--- src/rtl/plu_seq_ctrl.sv ---
// Pass sequencer for a pipelined lookup unit: loads operands, walks the pipeline
// stages one per cycle, and iterates with feedback until converged or MAX_ITER.
//
// state | meaning
// IDLE  | waiting for start
// LOAD  | load activation and weight registers, clear counters
// RUN   | one pipeline stage written per cycle, stg walks 0..STAGES-1
// CHECK | pass complete: count it, then finish or feed back for another pass
// DONE  | one-cycle completion pulse
module plu_seq_ctrl #(
    parameter int STAGES   = 3,
    parameter int ITER_W   = 8,
    parameter int MAX_ITER = 255
) (
    input  logic              clk,
    input  logic              rst,
    input  logic              start,
    input  logic              mode,
    input  logic              converged,
    input  logic              abort,
    output logic              a_we,
    output logic              w_we,
    output logic [STAGES-1:0] stage_we,
    output logic              fb_we,
    output logic              busy,
    output logic              done,
    output logic              timeout,
    output logic [ITER_W-1:0] iter_cnt
);

    localparam int SW = (STAGES > 1) ? $clog2(STAGES) : 1;
    localparam logic [SW-1:0] STG_LAST = SW'(STAGES - 1);

    typedef enum logic [2:0] {
        IDLE  = 3'd0,
        LOAD  = 3'd1,
        RUN   = 3'd2,
        CHECK = 3'd3,
        DONE  = 3'd4
    } state_t;

    state_t            state;
    state_t            state_nxt;
    logic [SW-1:0]     stg;
    logic              mode_q;
    logic [ITER_W-1:0] iter_inc;
    logic              last_pass;
    logic              accept;
    logic              cancel;

    assign iter_inc  = iter_cnt + ITER_W'(1);
    assign last_pass = (iter_inc == ITER_W'(MAX_ITER));
    assign accept    = (state == IDLE) && start && !abort;
    assign cancel    = (state != IDLE) && abort;

    always_ff @(posedge clk) begin
        if (rst) begin
            state <= IDLE;
        end else begin
            state <= state_nxt;
        end
    end

    always_comb begin
        state_nxt = state;
        a_we      = 1'b0;
        w_we      = 1'b0;
        stage_we  = '0;
        fb_we     = 1'b0;
        busy      = (state != IDLE);
        done      = 1'b0;
        case (state)
            IDLE: begin
                if (accept) state_nxt = LOAD;
            end
            LOAD: begin
                a_we      = 1'b1;
                w_we      = 1'b1;
                state_nxt = RUN;
            end
            RUN: begin
                stage_we = STAGES'(1) << stg;
                if (stg == STG_LAST) state_nxt = CHECK;
            end
            CHECK: begin
                if (!mode_q || converged || last_pass) begin
                    state_nxt = DONE;
                end else begin
                    fb_we     = 1'b1;
                    state_nxt = RUN;
                end
            end
            DONE: begin
                done      = 1'b1;
                state_nxt = IDLE;
            end
            default: state_nxt = IDLE;
        endcase
        // abort wins over every transition; only rst outranks it
        if (cancel) state_nxt = IDLE;
    end

    always_ff @(posedge clk) begin
        if (rst) begin
            stg      <= '0;
            iter_cnt <= '0;
            timeout  <= 1'b0;
            mode_q   <= 1'b0;
        end else if (!cancel) begin
            case (state)
                IDLE: begin
                    if (accept) begin
                        mode_q  <= mode;
                        timeout <= 1'b0;
                    end
                end
                LOAD: begin
                    iter_cnt <= '0;
                    stg      <= '0;
                end
                RUN: begin
                    if (stg != STG_LAST) stg <= stg + SW'(1);
                end
                CHECK: begin
                    iter_cnt <= iter_inc;
                    stg      <= '0;
                    if (mode_q && !converged && last_pass) timeout <= 1'b1;
                end
                default: ;
            endcase
        end
    end

endmodule
--- config.mk ---
export PLATFORM = sky130hd
export DESIGN_NAME = plu_seq_ctrl
export DESIGN_NICKNAME = d
export VERILOG_FILES = /design/src/rtl/plu_seq_ctrl.sv
export SDC_FILE = /design/constraint.sdc
export NUM_CORES = 1
export LEC_CHECK = 0
export CAP_MARGIN = 30
export CORE_UTILIZATION = 30
export CTS_BUF_LIST = sky130_fd_sc_hd__clkbuf_4
export CTS_CLUSTER_SIZE = 16
export DETAILED_ROUTE_END_ITERATION = 8
export GPL_TIMING_DRIVEN = 0
export PLACE_DENSITY_LB_ADDON = 0.12
export SLEW_MARGIN = 20
export SYNTH_ARGS = -nofsm -noshare
export SYNTH_HDL_FRONTEND = slang
export SYNTH_SLANG_ARGS = --single-unit
--- constraint.sdc ---
create_clock -name clk -period 4.4 [get_ports clk]
set_input_delay 0.88 -clock clk [delete_from_list [all_inputs] [get_ports clk]]
set_output_delay 0.88 -clock clk [all_outputs]
set_load 0.05 [all_outputs]
==> results of run 1 <==
power breakdown:
part | switching (mW) | internal (mW)
clock | 0.0447 | 0.0414
sequential | 0.000756 | 0.137
combinational | 0.0169 | 0.0112
total | 0.0624 | 0.190
stage by stage:
stage / hold slack, ns / instances / area (um^2) / setup WS, ns / utilization
after floorplan: 0.449 / 119 / 935 / 0.760 / -
after CTS: 0.481 / 175 / 1210 / 0.857 / 0.425
after global routing: 0.487 / 175 / 1210 / 0.675 / 0.425
final: 0.477 / 175 / 1210 / 0.869 / 0.425
after detailed placement: 0.464 / 171 / 1180 / 0.953 / 0.415
after global placement: 0.465 / 171 / 1180 / 0.990 / 0.415
sequential cells by signal, indices dropped and copies added (netlist names):
register / cells
iter_cnt: 8
state: 3
stg: 2
mode_q: 1
timeout: 1
final cells by class:
cell class,count,area (um^2)
multi-input cells,91,569
plain buffers,8,46.3
inverters,5,18.8
repair buffers,21,210
flip-flops and latches,15,300
clock buffers,4,30.0
well taps,31,38.8
fillers,300,1640
metal layers:
| metal | global-route usage | vias up |
|---|---|---|
| met5 | 0 | - |
| met4 | 0.0408 | 0 |
| met3 | 0.0424 | 2 |
| met2 | 0.209 | 13 |
| met1 | 0.177 | 377 |
| li1 | - | 471 |
synthesized netlist by cell type (all sizes together):
library cell,number
a21oi,12
ha,5
xor2,3
and4,1
o2bb2ai,1
nor2b,3
xnor2,1
or3,3
a211oi,2
nand3b,2
or2,1
inv,5
nor3,1
nor3b,4
o21ai,10
buf,5
or4b,1
clkbuf,3
nand2,5
nor2,16
nand4,2
and3,3
nor4,1
o22ai,1
a21boi,1
dfxtp,15
a31oi,1
o2111ai,1
nand2b,2
or4,2
nand3,5
and2,1
cells in the final DEF (no fill, tap or decap), types with 2 or more instances in the layout:
master	instances
clkdlybuf4s50_1	21
nor2_1	16
dfxtp_1	15
a21oi_1	12
o21ai_0	9
inv_1	5
nand3_1	5
nand2_1	5
ha_1	5
buf_4	4
nor3b_1	4
clkbuf_4	4
or3_1	3
xor2_1	3
nor2b_1	3
and3_1	3
clkbuf_1	3
nand2b_1	2
nand3b_1	2
or4_1	2
logic make-up (layout without fill, tap and decap cells):
group,count (synthesis),after routing,synth area share
DFF,15,15,0.321
and+or+nand+nor,53,53,0.315
adders and majority gates,5,5,0.0669
AOI/OAI and AO/OA,29,29,0.190
buffers and inverters,13,38,0.0696
xor gates and xnor gates,4,4,0.0375
worst max path at each step:
| stage | from | endpoint | slack, ns |
|---|---|---|---|
| after floorplan | iter_cnt[0]$_SDFFE_PP0P_ | fb_we | 0.76 |
| after global placement | converged | fb_we | 0.99 |
| after detailed placement | converged | fb_we | 0.95 |
| after CTS | iter_cnt[0]$_SDFFE_PP0P_ | fb_we | 0.86 |
| after global routing | iter_cnt[0]$_SDFFE_PP0P_ | fb_we | 0.68 |
| final | iter_cnt[0]$_SDFFE_PP0P_ | fb_we | 0.87 |
==> metrics.txt, run 1 <==
worst clock skew about 0.0014 ns; uppermost layer routed met4; via count between 800 and 900; CP peak stage delay 0.83 ns; Congestion Overflow GR 0; Met2 Routed Length between 800 and 900 um; Tcrit/Tclk final 0.802; CP Class register to primary output; CORE AREA ~2900 um^2; CP endpoint kind primary output; HP Class register to register; CTS Buf Count 3; clk sinks 15; Routed WL per cell ~12 um; reg2reg path depth 5; Crit Reg-Reg Startpoint iter_cnt[0]$_SDFFE_PP0P_; DRC Markers 2; Yosys reg bits 15; die area 3340 um^2; I/O pin count 23; antenna diode count 0; fmax about 280 MHz; GRT Overall Usage 0.134; Die Wd 57.8 um; Tot Pwr approximately 0.25 mW; Synth Cell Area between 900 and 1000 um^2; Post-Synthesis Net Count between 100 and 150; Worst EP arrival approximately 2.7 ns; final setup violating endpoints 0; DRT met1 WL around 1100 um; CP Max Fanout 8; VDD IR max approximately 0.12 mV; largest net degree at the start of global routing 11; Clock Latency Late Sink roughly 0.28 ns; Routed WL between 2000 and 2500 um; status complete, but fails checks; first-pass GRT wire length ~3500 um; row count 19; Post-CTS Setup Repair Bufs 0; dpl hpwl 1560 um; share of cells above drive strength 1 0.0903; FF-to-FF End state[1]$_SDFFE_PP0P_; PD cells between 200 and 250 nW/um^2; hold path cells 1; reg2reg setup slack 2.71 ns; Worst path depth 7; Area Growth Syn to Fin 29.9%; initial core utilization 0.328; nets between 150 and 200; final hold violations 0; gpl congestion ~0.77; Port Buffers 21; Seq/Total Area, Yosys 0.321; first-pass iteration count of the detailed router 6; Worst Path Buf+Inv 1; synth unique cells 36; Worst Tran Pin Value 0.497 ns; Worst Path Required about 3.5 ns; Max Cap Viol 0; crit-path cells ha_1 -> nand4_1 -> xor2_1 -> o22ai_1 -> and2_1 -> nor3b_1 -> clkdlybuf4s50_1; Worst Setup Start Kind register; vias in the first global route 780; hold_buf cts 0; Hold Path Sink timeout$_SDFFE_PP0P_; worst hold start timeout$_SDFFE_PP0P_; Longest Clk Path Bufs 2; CTS tree done; Synth top area share 0.321; CP top delay family buffers and inverters; top cells by area, synth dfxtp_1 32%, ha_1 6.7%, a21oi_1 6.4%; met3 wire length roughly 90 um; Slew headroom 0.668; Pins Over Slew Limit 0; Clock transition at path regs approximately 0.090 ns; post-cts resize count 0; synthesized instance count 119; post-synth top area cell dfxtp_1; initial drt markers 26; CTS root buf clkbuf_4; Synth Warn # 0; CP max-delay cell clkdlybuf4s50_1; Via density between 4 and 5; Setup TNS Final 0 ns; RSZ-0062 raised after global routing false; Die H 57.8 um; Period minus WS final between 3 and 4 ns; H-tree levels 1; Syn Area/Cell 7.85 um^2; initial antenna violation count 0; post-detailed-route count of antenna-violating nets 0; Pleak 0.441 nW; failing checks design-rule violations
(Power assumes the default switching activity.)
==> run 2, diff against run 1 <==
==> constraint.sdc (replaced) <==
create_clock -name clk -period 3.09 [get_ports clk]
set_input_delay 0.618 -clock clk [delete_from_list [all_inputs] [get_ports clk]]
set_output_delay 0.618 -clock clk [all_outputs]
set_load 0.05 [all_outputs]
==> run 2 against run 1 <==
  * The flow still finishes with violations (design-rule violations)
  * Final cell count is the same
  * Non-clock buffer count did not move
  * Critical path depth stayed put
  * Combinational power increased by 43%
  * First-iteration DRC count is 50% lower
  * Via count grew 6.0%
  * Flip-flop and latch count unchanged
  * Register-to-register slack got worse by 1.3 ns
  * Sequential share of layout area stayed put
  * Critical endpoint unchanged
  * Highest routed layer unchanged
==> metrics.txt, run 2 (synthesis gave the netlist of run 1 again) <==
sw frac 0.248 (+0.000581); clk sinks 15 (unchanged); Area Growth Syn to Fin 29.9% (unchanged); reg2reg path depth 5 (unchanged); Longest Clk Path Bufs 2 (unchanged); status complete, but fails checks; Crit Reg-Reg Startpoint iter_cnt[0]$_SDFFE_PP0P_; Congestion Overflow GR 0 (unchanged); I/O pin count 23 (unchanged); Setup TNS Final 0 ns (unchanged); Worst Setup Start Kind register; reg2reg setup slack 1.36 ns (-1.35 ns); fmax roughly 360 MHz; CP endpoint kind primary output; die area 3340 um^2 (unchanged); fillers 307 (+2.3%); CORE AREA 2850 um^2 (unchanged); via count 915 (+6.0%); first-pass iteration count of the detailed router 6 (unchanged); VDD IR max 0.259 mV (+120%); Routed WL per cell 12.6 um (+7.0%); Die Wd 57.8 um (unchanged); most frequent cells in the layout 20 x clkdlybuf4s50_1, 16 x nor2_1, 15 x dfxtp_1; worst clock skew 0.00505 ns (+0.00369 ns); Worst EP arrival 2.12 ns (-0.53 ns); dpl hpwl 1620 um (+4.2%); Via density 5.23 (+6.0%); vias in the first global route 878 (+13%); Clock transition at path regs 0.09 ns (about the same); GRT Overall Usage 0.150 (+0.0160); most common cell after layout, fill and taps aside clkdlybuf4s50_1; Clock power frac 0.341 (about the same); Gate power share 0.112 (about the same); RSZ-0062 raised after global routing false; nets 156 (unchanged); DRC Markers 1 (-1); H-tree levels 1 (unchanged); Worst Path Required 2.47 ns (-1.05 ns); first-pass GRT wire length 3860 um (+12%); number of flip-flops in the largest register 8 (unchanged); Flop pwr share 0.547 (about the same); Period minus WS final 2.74 ns; Pleak 0.443 nW (+0.31%); Slew headroom 0.653 (-0.0142); Port Buffers 21 (unchanged); Die H 57.8 um (unchanged); failing checks design-rule violations; initial antenna violation count 0 (unchanged); register with the most flip-flops iter_cnt; Pins Over Slew Limit 0 (unchanged); share of cells above drive strength 1 0.104 (+0.0139); largest net degree at the start of global routing 11 (unchanged); hold_buf cts 0 (unchanged); CP endpoint fb_we; post-detailed-route count of antenna-violating nets 0 (unchanged); Tot Pwr 0.359 mW (+43%); CTS root buf clkbuf_4; antenna diode count 0 (unchanged); PD cells 296 nW/um^2 (+43%); Sw Pwr 0.0891 mW (+43%); initial core utilization 0.328 (unchanged); Worst Tran Pin Value 0.520 ns (+0.0229 ns); initial drt markers 13 (-50%); area of the multi-input gates 574 um^2 (+0.88%); setup ws final 0.347 ns (-0.522 ns); FF-to-FF End state[1]$_SDFFE_PP0P_; final setup violating endpoints 0 (unchanged); Routed WL 2200 um (+7.0%); CTS Buf Count 3 (unchanged); CTS tree done; Clock Latency Late Sink 0.28 ns (about the same); HP Class register to register; Max Cap Viol 0 (unchanged); P_int 0.270 mW (+42%); FF+latch area 300 um^2 (unchanged); Placement Setup Slack 0.142 ns (-0.811 ns); CP Max Fanout 8 (unchanged); CP Class register to primary output; row count 19 (unchanged); gpl congestion 0.798 (+3.0%); final hold violations 0 (unchanged); Tcrit/Tclk final 0.888; biggest regs iter_cnt x8, state x3, stg x2; start point of the critical path iter_cnt[0]$_SDFFE_PP0P_
run 2: worst min path at each step:
stage	from	to	slack, ns	cells past startpoint
global placement	stg[1]$_SDFFE_PP0P_	stg[1]$_SDFFE_PP0P_	0.46	2
finish	timeout$_SDFFE_PP0P_	timeout$_SDFFE_PP0P_	0.48	1
CTS	timeout$_SDFFE_PP0P_	timeout$_SDFFE_PP0P_	0.48	1
detailed placement	timeout$_SDFFE_PP0P_	timeout$_SDFFE_PP0P_	0.47	1
floorplan	stg[1]$_SDFFE_PP0P_	stg[1]$_SDFFE_PP0P_	0.45	2
global route	timeout$_SDFFE_PP0P_	timeout$_SDFFE_PP0P_	0.50	1
run 2: stage by stage:
stage	util	hold slack, ns	std cells	instance area [um^2]
6_report	0.425	0.476	175	1210
3_5_place_dp	0.417	0.466	171	1190
4_1_cts	0.427	0.482	175	1220
3_3_place_gp	0.417	0.463	171	1190
2_1_floorplan	-	0.449	119	940
5_1_grt	0.425	0.497	175	1210
run 2: metal layers:
metal,up-vias,global-route usage,share of wire
met4,0,0.0306,0.0082
li1,468,-,-
met5,-,0,0
met2,14,0.255,0.47
met1,431,0.186,0.48
met3,2,0.0491,0.037
run 2: layout make-up:
class / instances / share of cell area
multi-input cells: 91 / 0.473
flip-flops and latches: 15 / 0.247
repair buffers: 21 / 0.169
plain buffers: 8 / 0.0381
well taps: 31 / 0.0320
clock buffers: 4 / 0.0247
inverters: 5 / 0.0155
run 2: power by group through the flow:
stage | clock [mW] | combinational, mW | sequential (mW)
floorplan | 0 | 0.0255 | 0.201
global placement | 0 | 0.0400 | 0.201
detailed placement | 0 | 0.0404 | 0.201
CTS | 0.131 | 0.0405 | 0.197
global route | 0.139 | 0.0441 | 0.197
finish | 0.122 | 0.0403 | 0.197
run 2: what timing repair did:
action / 4_1_cts / 5_1_grt
hold endpoints to repair: 0 / 0
cloned: 0 / 0
gates resized for setup: 1 / 2
buffers inserted: 0 / 0
endpoints found under the setup margin: 1 / 1
run 2: worst max-delay path: stages, from the launching register on:
cell and delay (ns):
dfxtp_1 0.49, ha_1 0.28, nand4_1 0.17, xor2_1 0.18, o22ai_1 0.11, and2_1 0.17
nor3b_2 0.15, clkbuf_2 0.29
==> run 3, diff against run 2 <==
==> constraint.sdc (replaced) <==
create_clock -name clk -period 3.1 [get_ports clk]
set_input_delay 0.62 -clock clk [delete_from_list [all_inputs] [get_ports clk]]
set_output_delay 0.62 -clock clk [all_outputs]
set_load 0.05 [all_outputs]
==> results of run 3 <==
The final DEF is identical to that of run 2. Status: complete, but fails checks: design-rule violations.
Main changes from that run: setup slack after placement 0.142 ns -> 0.150 ns; setup slack after layout 0.347 ns -> 0.355 ns; register-to-register setup slack 1.36 ns -> 1.37 ns; total power 0.359 mW -> 0.358 mW; worst IR drop on VDD 0.259 mV -> 0.258 mV
